==> src/rtl/mm_port_arbiter.sv <==
// mm_port_arbiter: round-robin arbiter sharing the byte-wide main-memory port of the
// memory-map manager between NREQ requesters. Only one transaction is in flight at a time.
//
// Ports:
//   mem_clk, rst          clock (rising edge) and asynchronous active-high reset
//   req/we/addr/wdata     per-requester level request, direction, flattened address and byte
//   gnt, ack              one-hot owner (accept..ack) and one-cycle completion pulse
//   rdata, busy           last read byte (held), transaction-in-flight flag
//   mm_raddr/mm_waddr     address to the manager (both carry the latched address)
//   mm_wdata/mm_wren      write byte and single-cycle write strobe to the manager
//   mm_rdata              read byte from the manager, valid RD_LAT cycles after raddr
module mm_port_arbiter #(
  parameter int unsigned NREQ   = 2,
  parameter int unsigned AW     = 32,
  parameter int unsigned RD_LAT = 2
) (
  input  logic              mem_clk,
  input  logic              rst,
  input  logic [NREQ-1:0]   req,
  input  logic [NREQ-1:0]   we,
  input  logic [NREQ*AW-1:0] addr,
  input  logic [NREQ*8-1:0] wdata,
  output logic [NREQ-1:0]   gnt,
  output logic [NREQ-1:0]   ack,
  output logic [7:0]        rdata,
  output logic              busy,
  output logic [AW-1:0]     mm_raddr,
  output logic [AW-1:0]     mm_waddr,
  output logic [7:0]        mm_wdata,
  output logic              mm_wren,
  input  logic [7:0]        mm_rdata
);

  localparam int unsigned LW = (NREQ > 2) ? 2 : 1;

  typedef enum logic [1:0] {StIdle, StIssue, StWait, StAck} state_e;

  state_e            state_q, state_d;
  logic [LW-1:0]     last_q, last_d;
  logic              we_q, we_d;
  logic [2:0]        cnt_q, cnt_d;
  logic [NREQ-1:0]   gnt_q, gnt_d;
  logic [NREQ-1:0]   ack_q, ack_d;
  logic [7:0]        rdata_q, rdata_d;
  logic              busy_q, busy_d;
  logic [AW-1:0]     raddr_q, raddr_d;
  logic [AW-1:0]     waddr_q, waddr_d;
  logic [7:0]        wdata_q, wdata_d;
  logic              wren_q, wren_d;

  logic              found;
  logic [LW-1:0]     pick;
  logic [LW-1:0]     cand;

  always_comb begin
    // Round-robin search starting just after the last winner.
    found = 1'b0;
    pick  = '0;
    cand  = '0;
    for (int i = 1; i <= int'(NREQ); i++) begin
      cand = LW'((int'(last_q) + i) % int'(NREQ));
      if (!found && req[cand]) begin
        found = 1'b1;
        pick  = cand;
      end
    end
  end

  always_comb begin
    state_d = state_q;
    last_d  = last_q;
    we_d    = we_q;
    cnt_d   = cnt_q;
    gnt_d   = gnt_q;
    ack_d   = '0;
    rdata_d = rdata_q;
    busy_d  = busy_q;
    raddr_d = raddr_q;
    waddr_d = waddr_q;
    wdata_d = wdata_q;
    wren_d  = 1'b0;
    unique case (state_q)
      StIdle: begin
        if (found) begin
          last_d  = pick;
          we_d    = we[pick];
          gnt_d   = NREQ'(1) << pick;
          busy_d  = 1'b1;
          raddr_d = addr[int'(pick)*int'(AW) +: AW];
          waddr_d = addr[int'(pick)*int'(AW) +: AW];
          wdata_d = wdata[int'(pick)*8 +: 8];
          // Strobe is registered, so it is visible exactly in the ISSUE cycle.
          wren_d  = we[pick];
          state_d = StIssue;
        end
      end
      StIssue: begin
        if (we_q) begin
          ack_d   = gnt_q;
          state_d = StAck;
        end else begin
          cnt_d   = 3'(RD_LAT);
          state_d = StWait;
        end
      end
      StWait: begin
        cnt_d = cnt_q - 3'd1;
        if (cnt_q == 3'd1) begin
          rdata_d = mm_rdata;
          ack_d   = gnt_q;
          state_d = StAck;
        end
      end
      StAck: begin
        gnt_d   = '0;
        busy_d  = 1'b0;
        state_d = StIdle;
      end
      default: state_d = StIdle;
    endcase
  end

  always_ff @(posedge mem_clk or posedge rst) begin
    if (rst) begin
      state_q <= StIdle;
      last_q  <= LW'(NREQ - 1);
      we_q    <= 1'b0;
      cnt_q   <= '0;
      gnt_q   <= '0;
      ack_q   <= '0;
      rdata_q <= '0;
      busy_q  <= 1'b0;
      raddr_q <= '0;
      waddr_q <= '0;
      wdata_q <= '0;
      wren_q  <= 1'b0;
    end else begin
      state_q <= state_d;
      last_q  <= last_d;
      we_q    <= we_d;
      cnt_q   <= cnt_d;
      gnt_q   <= gnt_d;
      ack_q   <= ack_d;
      rdata_q <= rdata_d;
      busy_q  <= busy_d;
      raddr_q <= raddr_d;
      waddr_q <= waddr_d;
      wdata_q <= wdata_d;
      wren_q  <= wren_d;
    end
  end

  assign gnt      = gnt_q;
  assign ack      = ack_q;
  assign rdata    = rdata_q;
  assign busy     = busy_q;
  assign mm_raddr = raddr_q;
  assign mm_waddr = waddr_q;
  assign mm_wdata = wdata_q;
  assign mm_wren  = wren_q;

endmodule

==> config.mk <==
export PLATFORM = sky130hd
export DESIGN_NAME = mm_port_arbiter
export DESIGN_NICKNAME = d
export VERILOG_FILES = /design/src/rtl/mm_port_arbiter.sv
export SDC_FILE = /design/constraint.sdc
export NUM_CORES = 1
export LEC_CHECK = 0
export CORE_UTILIZATION = 38
export DETAILED_ROUTE_END_ITERATION = 8
export PLACE_DENSITY = 0.78
export SYNTH_ARGS = -nofsm -noshare
export SYNTH_HDL_FRONTEND = slang
export SYNTH_SLANG_ARGS = --single-unit
==> constraint.sdc <==
create_clock -name mem_clk -period 2.85 [get_ports mem_clk]
set_clock_uncertainty 0.1 [all_clocks]
set_input_delay 0.57 -clock mem_clk [delete_from_list [all_inputs] [get_ports mem_clk]]
set_output_delay 0.57 -clock mem_clk [all_outputs]
set_load 0.01 [all_outputs]
======== After elaboration in Yosys (flattened, before gate mapping) ========
Cells that the tools add are included.
cells by class
  $add $sub $neg .......................... 3
  magnitude comparators ................... 3
  equal/unequal tests ..................... 7
  shift-type cells ........................ 3
  muxes and demuxes ....................... 25
  reductions and logical operators ........ 10
operator list
  operator                                                               number
  64-bit by 7-bit indexed part select with 32-bit output                 1
  16-bit by 5-bit indexed part select with 8-bit output                  1
  1-bit two-way mux                                                      14
  2-bit two-way mux                                                      5
  2-bit AND reduction                                                    5
  2-bit case mux with 2 select lines                                     2
  2-bit case mux with 4 select lines                                     1
  1-bit by 2-bit < comparator with 1-bit output (second input constant)  3
  2-bit inequality test (second input constant)                          3
  3-bit case mux with 2 select lines                                     1
  2-bit == test (second input constant)                                  2
  2-bit nonzero test                                                     2
  3-bit by 1-bit == test with 1-bit output (second input constant)       1
  3-bit two-way mux                                                      1
  3-bit by 1-bit subtractor with 3-bit output (second input constant)    1
  1-bit adder (second input constant)                                    2
  2-bit by 1-bit == test with 1-bit output (second input constant)       1
  2-bit logical NOT                                                      1
  1-bit case mux with 2 select lines                                     1
  1-bit by 1-bit left shift with 2-bit output (first input constant)     1
  1-bit logical AND                                                      1
  1-bit logical NOT                                                      1
word-level totals
  flip-flop bits (word level) ............. 61
  input bits .............................. 94
  output and inout port bits .............. 86
  logic and storage cells ................. 62

======== Depth between registers and ports, before layout ========
Gate-level depths: netlist (run 1).
  word-level depth ........................ 11
  depth in mapped cells ................... 8
  depth with buffers taken out ............ 5

======== Worst setup path before layout (run 1) ========
Ideal clock, no wire load.
  path type ............................... reg-to-reg
  from .................................... reg state_q[0]
  to ...................................... reg state_q[1]
  library setup time ...................... 0.125 ns
  data arrival time ....................... 1.608 ns
  required time ........................... 2.625 ns
  setup slack ............................. 1.017 ns
  stages on the path, launching flop included .. 7
  path buffers ............................ 1
  clock period less this slack ............ 1.833 ns
  cells stage by stage .................... dfrtp_1 inv_1 ha_1 buf_6 or3b_4 a21bo_4 mux2_4
on the way
  word-level cells in the longest chain between the ends .. 3
  elaborated cells between the ends (all ways) .. 8
  those cells by class .................... eq/ne (5); mux (1); reduce/logical (2)
RTL lines
  element                                             RTL line  text
  from (decl)                                         38        state_e state_q, state_d;
  from (signal assigned)                              125       state_q <= StIdle;
  from (signal assigned)                              138       state_q <= state_d;
  2-bit == test or 2-bit logical NOT (tied branches)  82        unique case (state_q)
  2-bit inequality test (no source line)              n/a
  2-bit AND reduction (no source line)                n/a
Parallel ways exist; a longest one is shown, timed or not.
A chain may end at the register's enable or synchronous reset.

======== Worst setup path after layout (run 1) ========
Same ends and word-level chain as after synthesis.

==> qor.yml, run 1 <==
yosys:
  synthAdderAreaFrac: 0.0247
  synthArstFlopShare: 1.00
  synth_seq_cells: 61
  ys.flop_type: "dfrtp_1"
  ys_warn_count: 0
  synth_top_family_by_area: "compound AO/OA/AOI/OAI gates"
  synth_cell_types: 34
  yosysTopAreaCell: "dfrtp_1"
  ys_seq_area_frac: 0.503
  synth-compound-area-share: 0.182
  synth-xor-area-share: 0
  synth_top_area_share: 0.494
  yosysMostFrequentCell: "a21oi_1"
  synthTopCellsByCount: "a21oi_1, dfrtp_1, nand2_1, nor2_1, buf_4"
  synth-simple-area-share: 0.129
  netlist_area_sq_um: 3040
  syn_area_per_cell_sq_um: 9.15
  synth_cells: 332
  synthTopCellsByArea: "dfrtp_1, a21oi_1, buf_4, nand2_1, nor2_1"
  synth_edf_count: 0
  synth_mux_area_frac: 0.0379
  syn_nets: 432
run_status:
  status: "complete, no violations"
place:
  placed_cells: 566
  portBuffers: 179
  dp_hpwl_um: 6340
  placed_cell_area_sq_um: 4720
  gp_congestion: 0.801
  place_ws_ns: 0.530
power_and_ir_drop:
  p_int_uw: 3300
  cellPowerDensity_nw_per_um2: 1050
  p_seq_frac: 0.313
  leakagePower_uw: 0.00210
  clkPwrFrac: 0.145
  switching_power_uw: 1860
  sw_frac_of_total: 0.361
  peakVddDrop_v: 0.000519
  p_comb_frac: 0.542
  total_power_uw: 5170
route:
  wl_per_cell_um: 15.0
  routed_wl_um: 8720
  viasPerCell: 4.99
  ant_nets: 0
  first_iter_violations: 141
  routed-via-count: 2906
  firstDrtPassIters: 4
  drcViolationCount: 0
timing:
  grt_setup_unrepaired: "no"
  fmax_ghz: 0.478
  tightest_slew_ns: 0.440
  setup_slack_ns: 0.757
  final-setup-viol-count: 0
  setup_tns_ns: 0
  slew_viol_final: 0
  slew_headroom: 0.706
  hold_viol_final: 0
  finalCritPeriodShare: 0.734
  min_period_ns: 2.09
worst_setup_path:
  worstSetupStartpoint: "state_q[0]"
  start_kind: "flip-flop"
  crit_path_end_kind: "flip-flop"
  rrSetupSlack_ns: 0.76
  endpoint: "state_q[1]"
  reg2regPathDepth: 5
  crit-reg2reg-launch: "state_q[0]"
  cp.arrival_ns: 2.20
  crit_type: "flip-flop to flip-flop"
  r2r-end: "state_q[1]"
  worstPathRequired_ns: 2.96
  cp_max_fo: 10
layout:
  fillers: 609
  fin_nets: 575
  diodes: 0
  syn2layout_area_growth_pct: 61.6
  layout-drive-gt1-share: 0.0792
  fin_cells: 582
  postLayoutCellArea_sq_um: 4910
global_routing:
  grt-ovfl-total: 0
  antenna_found_initial: 0
  grt_max_degree: 62
  grt_pass1_vias: 2879
  grt_use_total: 0.212
  grt_pass1_wl_um: 13900
floorplan:
  core_area_sq_um: 7730
  dieArea_sq_um: 8360
  die_w_um: 91.4
  die_y_um: 91.4
  boundaryPins: 180
  start_util: 0.393
  num_rows: 32
job:
  drv_cap: 0
hold_path:
  hp-class: "flip-flop to flip-flop"
clock_network:
  postCtsSetupRepairBufs: 0
  cts-root-buf: "clkbuf_8"
  cts_resized: 0
  cts-buffers-inserted: 9
  cts_buffer_depth: 2
  cts_tree: "done"
  cts_sinks: 61
  clk_latency_ns: 0.32
  cts.reportedPaths.clkPinSlew_ns: 0.07
  htree_num_levels: 3
  postCtsHoldBufs: 0
## cell type report
class / instances / area (sq um) / area share
inverter: 6 / 22.5 / 0.00458
clock inverter: 5 / 50.0 / 0.0102
clock buffer: 11 / 141 / 0.0288
tap: 102 / 128 / 0.0260
sequential: 61 / 1530 / 0.311
timing repair buffer: 185 / 1890 / 0.384
multi-input combinational: 212 / 1160 / 0.235
## state kept, by name (all words and copies together) (netlist names)
| signal | flops |
|---|---|
| gnt | 2 |
| mm_waddr | 32 |
| last_q | 1 |
| state_q | 2 |
| busy | 1 |
| ack | 2 |
| mm_wren | 1 |
| cnt_q | 3 |
| we_q | 1 |
| rdata | 8 |
| mm_wdata | 8 |
## critical path: stages, from the launching register on
cell	delay, ns
dfrtp_1	0.42
inv_1	0.13
ha_1	0.40
or3b_4	0.44
a21bo_4	0.19
mux2_4	0.29
## logic make-up (layout without fill, tap and decap cells)
| family | Yosys count | in the layout |
|---|---|---|
| muxes | 10 | 10 |
| adders and majority gates | 6 | 6 |
| buffers and inverters | 59 | 207 |
| AOI/OAI and AO/OA | 100 | 100 |
| and+or+nand+nor | 96 | 96 |
| DFF | 61 | 61 |
## placed cells by master (no fill, tap or decap), types with 2 or more instances in the layout
master / Yosys / routed
clkinv_2: 0 / 4
nor2_1: 42 / 42
a21bo_2: 2 / 2
a21oi_1: 84 / 84
o21ai_0: 3 / 3
ha_1: 6 / 6
nand2_1: 42 / 42
clkbuf_8: 0 / 10
buf_4: 32 / 2
buf_12: 0 / 4
and3_1: 2 / 2
inv_1: 6 / 5
mux2_2: 8 / 8
nand2b_1: 3 / 3
nand3_1: 2 / 2
dfrtp_1: 60 / 60
clkdlybuf4s50_1: 0 / 179
## power by group through the flow
stage               registers, uW  logic, uW  clock network [uW]
floorplan                    1740       1410                   0
global placement             1600       2750                   0
detailed placement           1630       2820                   0
CTS                          1620       2830                 769
global route                 1670       3040                 804
finish                       1620       2800                 750
## worst min path at each step
stage	from	to	slack [ns]	cells after the start
2_1_floorplan	cnt_q[0]	cnt_q[0]	0.39	1
4_1_cts	rdata[1]	rdata[1]	0.41	1
5_1_grt	rdata[4]	rdata[4]	0.42	1
3_5_place_dp	rdata[1]	rdata[1]	0.39	1
3_3_place_gp	rdata[5]	rdata[5]	0.39	1
6_report	rdata[2]	rdata[2]	0.41	1
## per-layer routing
metal	share of wire	global-route usage	up-vias
met4	0.024	0.0979	0
met1	0.40	0.258	1374
met2	0.49	0.353	152
met5	0	0	-
met3	0.082	0.0503	18
li1	-	-	1362
## metrics by stage
| stage | utilization | hold WS [ns] |
|---|---|---|
| after floorplan | - | 0.392 |
| after global placement | 0.611 | 0.388 |
| after detailed placement | 0.611 | 0.394 |
| after CTS | 0.636 | 0.409 |
| after global routing | 0.636 | 0.422 |
| final | 0.636 | 0.408 |
Note: power is estimated with default switching activity, not from simulation.
==> run 2: changes to the inputs <==
Clock period 2.85 ns to 2.1 ns, I/O delays scaled along.
==> qor.yml, run 2 (synthesized netlist as in run 1, its figures left out) <==
route:
  routed-via-count: 2926  # +0.69%
  first_iter_violations: 119  # -16%
  ant_nets: 0  # unchanged
  routed_wl_um: 8750  # +0.40%
  firstDrtPassIters: 4  # unchanged
  drcViolationCount: 0  # unchanged
  viasPerCell: 4.99  # about the same
  wl_per_cell_um: 14.9  # -0.28%
run_status:
  status: "complete, no violations"
place:
  dp_hpwl_um: 6360  # +0.28%
  gp_congestion: 0.780  # -2.6%
  portBuffers: 179  # unchanged
  placed_cell_area_sq_um: 4780  # +1.3%
clock_network:
  htree_num_levels: 3  # unchanged
  cts-root-buf: "clkbuf_8"
  cts.reportedPaths.clkPinSlew_ns: 0.07  # about the same
  cts-buffers-inserted: 9  # unchanged
  cts_resized: 0  # unchanged
  postCtsHoldBufs: 0  # unchanged
  postCtsSetupRepairBufs: 0  # unchanged
  cts_buffer_depth: 2  # unchanged
  clk_latency_ns: 0.33  # about the same
  cts_sinks: 61  # unchanged
  cts_tree: "done"
layout:
  seq_area_sq_um: 1530  # unchanged
  fin_nets: 580  # +0.87%
  largest_reg_flops: 32  # unchanged
  syn2layout_area_growth_pct: 63.7
  postLayoutCellArea_sq_um: 4980  # +1.3%
  multiInputGateArea_sq_um: 1160  # unchanged
  fin_util: 0.644  # +0.00826
  diodes: 0  # unchanged
  layout_common_cells: "clkdlybuf4s50_1, a21oi_1, dfrtp_1"
  layout-drive-gt1-share: 0.0826  # +0.00348
  fillers: 634  # +4.1%
  final_common_cell: "clkdlybuf4s50_1"
timing:
  fmax_ghz: 0.531  # +11%
  slew_headroom: 0.706  # about the same
  grt_setup_unrepaired: "no"
  whs_ns: 0.299  # -0.109 ns
  slew_viol_final: 0  # unchanged
  finalCritPeriodShare: 0.897  # +0.163
  min_period_ns: 1.88  # -0.209 ns
  tightest_slew_ns: 0.430  # -0.0100 ns
  final-setup-viol-count: 0  # unchanged
  hold_viol_final: 0  # unchanged
  setup_tns_ns: 0  # unchanged
worst_setup_path:
  max_stage_delay_ns: 0.42  # -0.02 ns
  cpMaxStageDelayCell: "dfrtp_1"
  path_cells: "inv_1 > ha_1 > nand3b_1 > mux2_2"
  reg2regPathDepth: 4  # -1
  worstPathRequired_ns: 2.21  # -0.75 ns
  rrSetupSlack_ns: 0.22  # -0.54 ns
  cp.arrival_ns: 1.99  # -0.21 ns
  worstSetupStartpoint: "state_q[0]"
  start_kind: "flip-flop"
  crit_type: "flip-flop to flip-flop"
  r2r-end: "rdata[1]"
  crit-reg2reg-launch: "state_q[0]"
  crit_path_end_kind: "flip-flop"
  cp_max_fo: 9  # -1
floorplan:
  dieArea_sq_um: 8360  # unchanged
  die_y_um: 91.4  # unchanged
  start_util: 0.393  # unchanged
  die_w_um: 91.4  # unchanged
  boundaryPins: 180  # unchanged
  core_area_sq_um: 7730  # unchanged
  num_rows: 32  # unchanged
global_routing:
  grt_max_degree: 42  # -32%
  antenna_found_initial: 0  # unchanged
  grt_pass1_wl_um: 14000  # +0.95%
  grt_use_total: 0.214  # +0.00220
  grt_pass1_vias: 2913  # +1.2%
  grt-ovfl-total: 0  # unchanged
power_and_ir_drop:
  total_power_uw: 7080  # +37%
  leakagePower_uw: 0.00213  # +1.2%
  peakVddDrop_v: 0.000654  # +26%
  cellPowerDensity_nw_per_um2: 1420  # +35%
job:
  drv_cap: 0  # unchanged
hold_path:
  hp-class: "input port to asynchronous set/reset pin"
[run 2: cell type report]
type / count / area share
clock inverter: 1 / 0.00603
sequential: 61 / 0.307
inverter: 6 / 0.00453
timing repair buffer: 190 / 0.392
multi-input combinational: 212 / 0.232
tap: 102 / 0.0256
clock buffer: 14 / 0.0327
[run 2: how the worst max path moves through the flow]
stage	depth (start not counted)	slack, ns	endpoint
floorplan	1	0.07	ack[0]
global placement	6	0.15	mm_wdata[0]
detailed placement	6	0.08	mm_waddr[1]
CTS	4	0.20	rdata[1]
global route	4	0.08	rdata[6]
finish	4	0.22	rdata[1]
[run 2: power breakdown]
group	leakage, uW	internal (uW)	total (uW)	switching (uW)
registers	0.000700	1760	2180	422
clock network	0.0000968	609	1040	430
logic	0.00133	2180	3860	1680
total	0.00213	4550	7080	2530
[run 2: worst max-delay path, delay by kind of cell (launching register included)]
| family | cells | cell delay (ns) |
|---|---|---|
| and+or+nand+nor | 1 | 0.39 |
| muxes | 1 | 0.40 |
| adders and majority gates | 1 | 0.31 |
| DFF | 1 | 0.42 |
| buffers and inverters | 1 | 0.14 |
[run 2: per-stage QoR]
step,cells,worst slack [ns]
3_3_place_gp,571,0.149
3_5_place_dp,571,0.0783
2_1_floorplan,332,0.0686
6_report,586,0.216
5_1_grt,586,0.0762
4_1_cts,586,0.196
[run 2: routing by layer]
| layer | track usage | share of wire | vias to the layer above |
|---|---|---|---|
| li1 | - | - | 1371 |
| met1 | 0.256 | 0.41 | 1400 |
| met2 | 0.366 | 0.49 | 137 |
| met3 | 0.0544 | 0.079 | 18 |
| met4 | 0.0847 | 0.021 | 0 |
| met5 | 0 | 0 | - |
